===== config.mk =====
export PLATFORM = sky130hd
export DESIGN_NAME = gba_oam_scanner_flat
export DESIGN_NICKNAME = d
export VERILOG_FILES = /design/src/rtl/gba_oam_pkg.sv /design/src/rtl/gba_oam_scanner_if.sv /design/src/rtl/gba_oam_hit_fifo.sv /design/src/rtl/gba_oam_scanner.sv /design/src/flat_wrapper.sv
export SDC_FILE = /design/constraint.sdc
export NUM_CORES = 1
export LEC_CHECK = 0
export BUFFER_PORTS_ARGS = -buffer_cell sky130_fd_sc_hd__buf_2
export CORE_MARGIN = 8
export CORE_UTILIZATION = 50
export DETAILED_ROUTE_END_ITERATION = 12
export PLACE_DENSITY = 0.69
export SKIP_CTS_REPAIR_TIMING = 1
export SLEW_MARGIN = 20
export SYNTH_ARGS = -nofsm -noshare
export SYNTH_HDL_FRONTEND = slang
export SYNTH_SLANG_ARGS = --single-unit
export TNS_END_PERCENT = 10

===== constraint.sdc =====
create_clock -name clock -period 5.9 [get_ports clock]
set_input_delay 0.885 -clock clock [delete_from_list [all_inputs] [get_ports clock]]
set_output_delay 0.885 -clock clock [all_outputs]
set_load 0.02 [all_outputs]

===== src/rtl/gba_oam_pkg.sv =====
// Shared types for the OAM scanline sprite evaluator: FSM states, attribute
// field positions, the hit record and the sprite height lookup.
package gba_oam_pkg;

   typedef enum logic [2:0] {
      ST_IDLE    = 3'd0,
      ST_FETCH_A = 3'd1,
      ST_FETCH_B = 3'd2,
      ST_EVAL    = 3'd3,
      ST_FINISH  = 3'd4
   } state_e;

   localparam int Y_LSB     = 0;
   localparam int Y_MSB     = 7;
   localparam int MODE_LSB  = 8;
   localparam int MODE_MSB  = 9;
   localparam int SHAPE_LSB = 14;
   localparam int SHAPE_MSB = 15;
   localparam int SIZE_LSB  = 14;
   localparam int SIZE_MSB  = 15;

   localparam logic [1:0] MODE_HIDDEN     = 2'b10;
   localparam logic [1:0] MODE_AFFINE_DBL = 2'b11;
   localparam logic [6:0] LAST_ENTRY      = 7'd127;

   typedef struct packed {
      logic [6:0]  index;
      logic [15:0] attr0;
      logic [15:0] attr1;
      logic [15:0] attr2;
   } hit_rec_t;

   // Rows covered by a sprite; 0 marks the prohibited shape so it can never hit.
   function automatic logic [7:0] obj_height(input logic [1:0] shape,
                                             input logic [1:0] size,
                                             input logic       dbl);
      logic [7:0] h;
      case (shape)
         2'd0: begin
            case (size)
               2'd0:    h = 8'd8;
               2'd1:    h = 8'd16;
               2'd2:    h = 8'd32;
               default: h = 8'd64;
            endcase
         end
         2'd1: begin
            case (size)
               2'd0:    h = 8'd8;
               2'd1:    h = 8'd8;
               2'd2:    h = 8'd16;
               default: h = 8'd32;
            endcase
         end
         2'd2: begin
            case (size)
               2'd0:    h = 8'd16;
               2'd1:    h = 8'd32;
               2'd2:    h = 8'd32;
               default: h = 8'd64;
            endcase
         end
         default: h = 8'd0;
      endcase
      obj_height = dbl ? {h[6:0], 1'b0} : h;
   endfunction

endpackage


===== src/rtl/gba_oam_scanner_if.sv =====
// OAM read port and hit record stream between the scanner (master) and the
// OAM RAM / OBJ renderer side (slave).
interface gba_oam_scanner_if #(parameter int OAM_AW = 8);
   logic              oam_rd;
   logic [OAM_AW-1:0] oam_addr;
   logic [31:0]       oam_q;
   logic              hit_valid;
   logic              hit_ready;
   logic [6:0]        hit_index;
   logic [15:0]       hit_attr0;
   logic [15:0]       hit_attr1;
   logic [15:0]       hit_attr2;

   modport master (
      output oam_rd, oam_addr, hit_valid, hit_index, hit_attr0, hit_attr1, hit_attr2,
      input  oam_q, hit_ready
   );

   modport slave (
      input  oam_rd, oam_addr, hit_valid, hit_index, hit_attr0, hit_attr1, hit_attr2,
      output oam_q, hit_ready
   );
endinterface


===== src/rtl/gba_oam_hit_fifo.sv =====
// Synchronous FIFO of hit records with synchronous clear. The head is forced
// to zero while empty so the record outputs read 0 out of reset.
module gba_oam_hit_fifo
   import gba_oam_pkg::*;
#(
   parameter int DEPTH = 4
) (
   input  logic     clock,
   input  logic     reset_n,
   input  logic     clr,
   input  logic     push,
   input  logic     pop,
   input  hit_rec_t din,
   output hit_rec_t dout,
   output logic     full,
   output logic     empty
);
   localparam int PW = $clog2(DEPTH);
   localparam int CW = PW + 1;

   hit_rec_t          mem_q [DEPTH];
   logic [PW-1:0]     wr_q, wr_d, rd_q, rd_d;
   logic [CW-1:0]     cnt_q, cnt_d;
   logic              do_push_s, do_pop_s;

   assign full      = (cnt_q == CW'(DEPTH));
   assign empty     = (cnt_q == {CW{1'b0}});
   assign do_push_s = push & ~full & ~clr;
   assign do_pop_s  = pop & ~empty & ~clr;
   assign dout      = empty ? '0 : mem_q[rd_q];

   // Pointer and occupancy update; a pop never frees room for a same-cycle push.
   always_comb begin
      wr_d  = wr_q;
      rd_d  = rd_q;
      cnt_d = cnt_q;
      if (clr) begin
         wr_d  = {PW{1'b0}};
         rd_d  = {PW{1'b0}};
         cnt_d = {CW{1'b0}};
      end else begin
         if (do_push_s) wr_d = wr_q + PW'(1);
         else           wr_d = wr_q;
         if (do_pop_s)  rd_d = rd_q + PW'(1);
         else           rd_d = rd_q;
         cnt_d = cnt_q + CW'(do_push_s) - CW'(do_pop_s);
      end
   end

   always_ff @(posedge clock or negedge reset_n) begin
      if (!reset_n) begin
         wr_q  <= {PW{1'b0}};
         rd_q  <= {PW{1'b0}};
         cnt_q <= {CW{1'b0}};
      end else begin
         wr_q  <= wr_d;
         rd_q  <= rd_d;
         cnt_q <= cnt_d;
      end
   end

   always_ff @(posedge clock) begin
      if (do_push_s) mem_q[wr_q] <= din;
   end
endmodule


===== src/rtl/gba_oam_scanner.sv =====
// Per-scanline sprite evaluator: walks OAM entries 0..127 and queues every
// sprite covering the requested line. OAM_SCAN_CYCLE_CNT_EN adds scan_cycles.
module gba_oam_scanner
   import gba_oam_pkg::*;
#(
   parameter int OAM_AW     = 8,
   parameter int FIFO_DEPTH = 4,
   parameter int MAX_HITS   = 32
) (
   input  logic                      clock,
   input  logic                      reset_n,
   input  logic                      start,
   input  logic [7:0]                line,
   gba_oam_scanner_if.master         bus,
   output logic                      busy,
   output logic                      done,
   output logic                      overflow
`ifdef OAM_SCAN_CYCLE_CNT_EN
   ,
   output logic [10:0]               scan_cycles
`endif
);
   localparam int HCW = $clog2(MAX_HITS + 1);

   state_e            state_q, state_d;
   logic [6:0]        n_q, n_d;
   logic [7:0]        line_q, line_d;
   logic [HCW-1:0]    hit_cnt_q, hit_cnt_d;
   logic              overflow_q, overflow_d;
   logic [15:0]       attr0_q, attr0_d, attr1_q, attr1_d, attr2_q, attr2_d;
   logic              stall_q, stall_d;
   logic              busy_q, busy_d, done_q, done_d, oam_rd_q, oam_rd_d;
   logic [OAM_AW-1:0] oam_addr_q, oam_addr_d;
   logic [15:0]       attr2_s;
   logic [7:0]        h_s, diff_s;
   logic              hit_s, push_s, clr_s, pop_s, full_s, empty_s;
   hit_rec_t          rec_s, head_s;

   // attr2 arrives from OAM on the first EVAL cycle; stalled cycles reuse the copy.
   always_comb begin
      attr2_s      = stall_q ? attr2_q : bus.oam_q[15:0];
      h_s          = obj_height(attr0_q[SHAPE_MSB:SHAPE_LSB], attr1_q[SIZE_MSB:SIZE_LSB],
                                attr0_q[MODE_MSB:MODE_LSB] == MODE_AFFINE_DBL);
      diff_s       = line_q - attr0_q[Y_MSB:Y_LSB];
      hit_s        = (attr0_q[MODE_MSB:MODE_LSB] != MODE_HIDDEN) && (diff_s < h_s);
      rec_s.index  = n_q;
      rec_s.attr0  = attr0_q;
      rec_s.attr1  = attr1_q;
      rec_s.attr2  = attr2_s;
   end

   // Scan sequencing; outputs are registered from the next state.
   always_comb begin
      state_d    = state_q;
      n_d        = n_q;
      line_d     = line_q;
      hit_cnt_d  = hit_cnt_q;
      overflow_d = overflow_q;
      attr0_d    = attr0_q;
      attr1_d    = attr1_q;
      attr2_d    = attr2_q;
      stall_d    = 1'b0;
      push_s     = 1'b0;
      clr_s      = 1'b0;
      case (state_q)
         ST_IDLE: begin
            if (start) begin
               state_d    = ST_FETCH_A;
               line_d     = line;
               n_d        = 7'd0;
               hit_cnt_d  = {HCW{1'b0}};
               overflow_d = 1'b0;
               clr_s      = 1'b1;
            end else begin
               state_d = ST_IDLE;
            end
         end
         ST_FETCH_A: state_d = ST_FETCH_B;
         ST_FETCH_B: begin
            attr0_d = bus.oam_q[15:0];
            attr1_d = bus.oam_q[31:16];
            state_d = ST_EVAL;
         end
         ST_EVAL: begin
            attr2_d = attr2_s;
            if (hit_s && full_s) begin
               stall_d = 1'b1;
               state_d = ST_EVAL;
            end else begin
               if (hit_s) begin
                  push_s    = 1'b1;
                  hit_cnt_d = hit_cnt_q + HCW'(1);
               end else begin
                  push_s    = 1'b0;
               end
               if ((hit_cnt_d == HCW'(MAX_HITS)) && (n_q != LAST_ENTRY)) begin
                  overflow_d = 1'b1;
                  state_d    = ST_FINISH;
               end else if (n_q == LAST_ENTRY) begin
                  state_d = ST_FINISH;
               end else begin
                  n_d     = n_q + 7'd1;
                  state_d = ST_FETCH_A;
               end
            end
         end
         ST_FINISH: state_d = ST_IDLE;
         default:   state_d = ST_IDLE;
      endcase

      busy_d   = (state_d != ST_IDLE);
      done_d   = (state_d == ST_FINISH);
      oam_rd_d = (state_d == ST_FETCH_A) || (state_d == ST_FETCH_B);
      if (state_d == ST_FETCH_A)      oam_addr_d = OAM_AW'({n_d, 1'b0});
      else if (state_d == ST_FETCH_B) oam_addr_d = OAM_AW'({n_d, 1'b1});
      else                            oam_addr_d = {OAM_AW{1'b0}};
   end

   always_ff @(posedge clock or negedge reset_n) begin
      if (!reset_n) begin
         state_q    <= ST_IDLE;
         n_q        <= 7'd0;
         line_q     <= 8'd0;
         hit_cnt_q  <= {HCW{1'b0}};
         overflow_q <= 1'b0;
         attr0_q    <= 16'd0;
         attr1_q    <= 16'd0;
         attr2_q    <= 16'd0;
         stall_q    <= 1'b0;
         busy_q     <= 1'b0;
         done_q     <= 1'b0;
         oam_rd_q   <= 1'b0;
         oam_addr_q <= {OAM_AW{1'b0}};
      end else begin
         state_q    <= state_d;
         n_q        <= n_d;
         line_q     <= line_d;
         hit_cnt_q  <= hit_cnt_d;
         overflow_q <= overflow_d;
         attr0_q    <= attr0_d;
         attr1_q    <= attr1_d;
         attr2_q    <= attr2_d;
         stall_q    <= stall_d;
         busy_q     <= busy_d;
         done_q     <= done_d;
         oam_rd_q   <= oam_rd_d;
         oam_addr_q <= oam_addr_d;
      end
   end

   assign pop_s = ~empty_s & bus.hit_ready;

   gba_oam_hit_fifo #(.DEPTH(FIFO_DEPTH)) u_fifo (
      .clock   (clock),
      .reset_n (reset_n),
      .clr     (clr_s),
      .push    (push_s),
      .pop     (pop_s),
      .din     (rec_s),
      .dout    (head_s),
      .full    (full_s),
      .empty   (empty_s)
   );

   assign bus.oam_rd    = oam_rd_q;
   assign bus.oam_addr  = oam_addr_q;
   assign bus.hit_valid = ~empty_s;
   assign bus.hit_index = head_s.index;
   assign bus.hit_attr0 = head_s.attr0;
   assign bus.hit_attr1 = head_s.attr1;
   assign bus.hit_attr2 = head_s.attr2;
   assign busy          = busy_q;
   assign done          = done_q;
   assign overflow      = overflow_q;

`ifdef OAM_SCAN_CYCLE_CNT_EN
   logic [10:0] scan_cycles_q, scan_cycles_d;

   // Saturating count of busy cycles, restarted by an accepted start.
   always_comb begin
      scan_cycles_d = scan_cycles_q;
      if ((state_q == ST_IDLE) && start)              scan_cycles_d = 11'd0;
      else if (busy_q && (scan_cycles_q != 11'h7FF))  scan_cycles_d = scan_cycles_q + 11'd1;
      else                                            scan_cycles_d = scan_cycles_q;
   end

   always_ff @(posedge clock or negedge reset_n) begin
      if (!reset_n) scan_cycles_q <= 11'd0;
      else          scan_cycles_q <= scan_cycles_d;
   end

   assign scan_cycles = scan_cycles_q;
`endif
endmodule


===== src/flat_wrapper.sv =====
// flat-port wrapper written by rule: the top's interface ports become plain ports
module gba_oam_scanner_flat import gba_oam_pkg::*;
#(
   parameter int OAM_AW     = 8,
   parameter int FIFO_DEPTH = 4,
   parameter int MAX_HITS   = 32
)
  (clock, reset_n, start, line, busy, done, overflow, bus_oam_rd, bus_oam_addr, bus_hit_valid, bus_hit_index, bus_hit_attr0, bus_hit_attr1, bus_hit_attr2, bus_oam_q, bus_hit_ready);
  gba_oam_scanner_if #(.OAM_AW(OAM_AW)) bus_i ();
  input  logic clock;
  input  logic reset_n;
  input  logic start;
  input  logic [7:0] line;
  output logic busy;
  output logic done;
  output logic overflow;
  output wire logic [$bits(bus_i.oam_rd)-1:0] bus_oam_rd;
  output wire logic [$bits(bus_i.oam_addr)-1:0] bus_oam_addr;
  output wire logic [$bits(bus_i.hit_valid)-1:0] bus_hit_valid;
  output wire logic [$bits(bus_i.hit_index)-1:0] bus_hit_index;
  output wire logic [$bits(bus_i.hit_attr0)-1:0] bus_hit_attr0;
  output wire logic [$bits(bus_i.hit_attr1)-1:0] bus_hit_attr1;
  output wire logic [$bits(bus_i.hit_attr2)-1:0] bus_hit_attr2;
  input wire logic [$bits(bus_i.oam_q)-1:0] bus_oam_q;
  input wire logic [$bits(bus_i.hit_ready)-1:0] bus_hit_ready;
  assign bus_oam_rd = bus_i.oam_rd;
  assign bus_oam_addr = bus_i.oam_addr;
  assign bus_hit_valid = bus_i.hit_valid;
  assign bus_hit_index = bus_i.hit_index;
  assign bus_hit_attr0 = bus_i.hit_attr0;
  assign bus_hit_attr1 = bus_i.hit_attr1;
  assign bus_hit_attr2 = bus_i.hit_attr2;
  assign bus_i.oam_q = bus_oam_q;
  assign bus_i.hit_ready = bus_hit_ready;
  gba_oam_scanner #(.OAM_AW(OAM_AW), .FIFO_DEPTH(FIFO_DEPTH), .MAX_HITS(MAX_HITS)) u_core (.clock(clock), .reset_n(reset_n), .start(start), .line(line), .bus(bus_i), .busy(busy), .done(done), .overflow(overflow));
endmodule

==> key figures <==
Timing
  • Final Setup Violations: 0
  • Max transition margin: slightly above 30%
  • Final hold vios: 0
  • Final WS setup: about 690 ps
  • Fin Setup TNS: 0 ps
  • Period utilization: 88.4%
  • Slew @ Worst Pin: just over 1000 ps
  • Period minus WS final: 5210 ps
  • Clock skew: roughly 23 ps
  • Fin. max-slew vios: 0
  • RSZ-0062 raised after global routing: false
  • Fmax: around 190 MHz

Yosys
  • Gate Count Post-Synth: slightly above 800
  • Post-synthesis sequential area ratio: 69.3%
  • Post-synthesis register bit count: approximately 310
  • Post-synth top area share: 51.4%
  • Syn Area/Cell: roughly 16 um^2
  • Top-count cell post-synth: edfxtp_1
  • EDFF count, synth: between 200 and 250
  • Cell variety after synth: 51
  • Post-synthesis async set-or-reset flop share: a little under 30%
  • Mapped Nets: just under 900
  • Main area contributors after synthesis: edfxtp_1 (51%), dfrtp_1 (18%), mux4_2 (9.6%)
  • Top FF cell, synth: edfxtp_1
  • Post-synth top cells: edfxtp_1 (220), nand2_1 (111), dfrtp_1 (92), and2_1 (60), mux4_2 (55)
  • Yosys warns: 0
  • Cell taking the most area after synthesis: edfxtp_1
  • Syn Std Cell Area: between 10000 and 15000 um^2

Worst setup path
  • Worst EP arrival: approximately 5600 ps
  • Worst R2R Start: u_core.attr0_q[2]
  • R2R depth: 25
  • CP max FO: 10
  • Required time worst endpoint: around 6300 ps
  • Crit end category: flop
  • Critical path launch point type: flop
  • FF-to-FF setup slack: ~690 ps
  • Crit Path Class: flop to flop
  • Reg2Reg Capture Point: u_core.u_fifo.cnt_q[2]

Cells and area
  • Final core occ: between 50% and 60%
  • Area Growth Syn to Fin: 15.6%
  • Nets: 992
  • Fillers: slightly below 2k
  • Layout cells sized above 1: about 29%
  • FF/Latch Area: between 8000 and 9000 um^2
  • Multi-input combinational cell area: about 3800 um^2
  • N_diodes: 0

Die
  • Initial core utilization: between 50% and 60%
  • Die ar.: about 31000 um^2
  • Core Region: around 25000 um^2
  • IO Pins: approximately 110
  • Row cnt: just under 60
  • Die Y: 176 um
  • Die Width: roughly 180 um

Run
  • MaxCap Viol Count: 0

CTS
  • Worst-Skew Late Latency: between 500 and 600 ps
  • CTS clk-pin slew, worst paths: ~60 ps
  • Num Clock Sinks: between 300 and 400
  • Root buf cell: clkbuf_16
  • TritonCTS Buffers: 30
  • H-tree depth: 1
  • CTS tree: yes
  • Clock buffer depth: 3

Global route
  • First-pass GRT wire length: 43000 um
  • GRT Total Usage: 17.7%
  • Total gr overflow: 0
  • Antenna violations before repair: 0
  • Vias in the first global route: between 7k and 8k
  • Pin count of the biggest net entering global routing: about 60

Drt
  • DR iter-0 viols: a little over 600
  • DRC: 0
  • Via count: 7100
  • Routed WL: 27100 um
  • Detailed Routing Iterations Pass 1: 5
  • Wire per inst: 21.2 um
  • DRT antenna net count: 0
  • Vias/cell: between 5 and 6

Placed design
  • RePlAce Congestion: around 0.83
  • Input/output buffers: 111
  • Dpl ws: 741 ps
  • Placed wire-length estimate: approximately 17000 um

Pwr
  • P_leak: 5.64 nW
  • VDD IR max: ~0.23 mV
  • Power Density: approximately 550 nW/um^2

Min path
  • HP Class: input port to async pin

Run status
  • Status: complete, no violations
-- worst max path at each step --
stage | cells after the start | slack (ps) | end | start
2_1_floorplan | 25 | 1300 | u_core.u_fifo.cnt_q[2] | u_core.attr0_q[2]
3_3_place_gp | 25 | 940 | u_core.u_fifo.cnt_q[2] | u_core.attr0_q[2]
3_5_place_dp | 25 | 740 | u_core.u_fifo.cnt_q[2] | u_core.attr0_q[2]
4_1_cts | 25 | 650 | u_core.u_fifo.cnt_q[2] | u_core.attr0_q[2]
5_1_grt | 25 | 90 | u_core.u_fifo.cnt_q[2] | u_core.attr0_q[2]
6_report | 25 | 690 | u_core.u_fifo.cnt_q[2] | u_core.attr0_q[2]
-- per-layer routing --
layer  up-vias  GRT usage [%]  part of all wire (%)  wire length, um
met5         -              0                     0                0
met4         0           4.69                   1.7              452
met3        35           2.95                   5.4             1460
met2       178           29.8                    50            13500
met1      3639           23.7                    43            11700
li1       3248              -                     -                -
-- worst max-delay path: stages (launching register included) --
cell and delay [ps]:
dfrtp_1 410, inv_1 70, ha_1 310, a21oi_1 180
o21ai_2 110, a21oi_1 150, nor2b_1 90, o21ai_0 160
nand2b_1 110, a21oi_1 180, xnor2_1 80, ha_1 340
a21oi_1 130, o21ai_0 120, a21oi_1 350, nand2_1 190
nor3_1 420, clkinv_1 380, ha_1 360, inv_1 50
ha_1 120, inv_1 40, fa_1 360, xor2_1 170
xnor2_1 130, nor2_1 50
-- sequential cells by signal, summed over array words and instances, names as in the netlist, 2 cells and up --
name	flops
u_core.u_fifo.mem_q	220
u_core.attr0_q	16
u_core.attr1_q	16
u_core.attr2_q	16
u_core.bus.oam_addr	8
u_core.line_q	8
u_core.n_q	7
u_core.hit_cnt_q	6
u_core.state_q	3
u_core.u_fifo.cnt_q	3
u_core.u_fifo.rd_q	2
u_core.u_fifo.wr_q	2
-- layout by cell type (no fill, tap or decap), types with 9 or more instances in the layout --
cell type  synthesis  final
mux2_2            39     39
dfrtp_1           92     90
and2_1            60     60
ha_1              24     24
inv_1             16     16
buf_2              1    110
a21oi_1           18     18
edfxtp_1         220    220
nand2_1          111    111
o21ai_0           20     20
nand3_1            9      9
mux4_2            55     55
nor2_1            25     25
clkinv_1           1     10
clkbuf_16          0     31
-- final cells by class --
cell class / instances / area share, %
inverter: 17 / 0.429
sequential: 312 / 60.0
timing repair buffer: 122 / 4.65
tap: 330 / 2.78
multi-input combinational: 440 / 25.3
clock buffer: 40 / 5.72
clock inverter: 16 / 1.14
-- where the power goes --
group	internal [mW]	switching, mW
registers	2.92	0.413
clock network	1.18	0.764
logic	1.23	1.64
-- cell families after synthesis --
family / count (synthesis) / synth area share [%]
AO/OA/AOI/OAI: 68 / 3.64
XOR/XNOR: 10 / 0.681
adder cells (fa/ha/maj): 25 / 2.49
buffers and inverters: 53 / 1.56
flip-flops: 312 / 69.3
multiplexers: 97 / 13.3
AND/OR/NAND/NOR: 240 / 9.06
-- stage by stage --
| step | instances | hold slack, ps | instance area, um^2 | power, mW |
|---|---|---|---|---|
| floorplan | 805 | 440 | 12900 | 5.36 |
| global placement | 1221 | 451 | 13800 | 6.22 |
| detailed placement | 1221 | 458 | 13800 | 6.29 |
| CTS | 1277 | 354 | 14900 | 8.25 |
| global route | 1277 | 361 | 14900 | 8.64 |
| finish | 1277 | 336 | 14900 | 8.14 |
No activity file was read; power rests on OpenSTA's default activity.
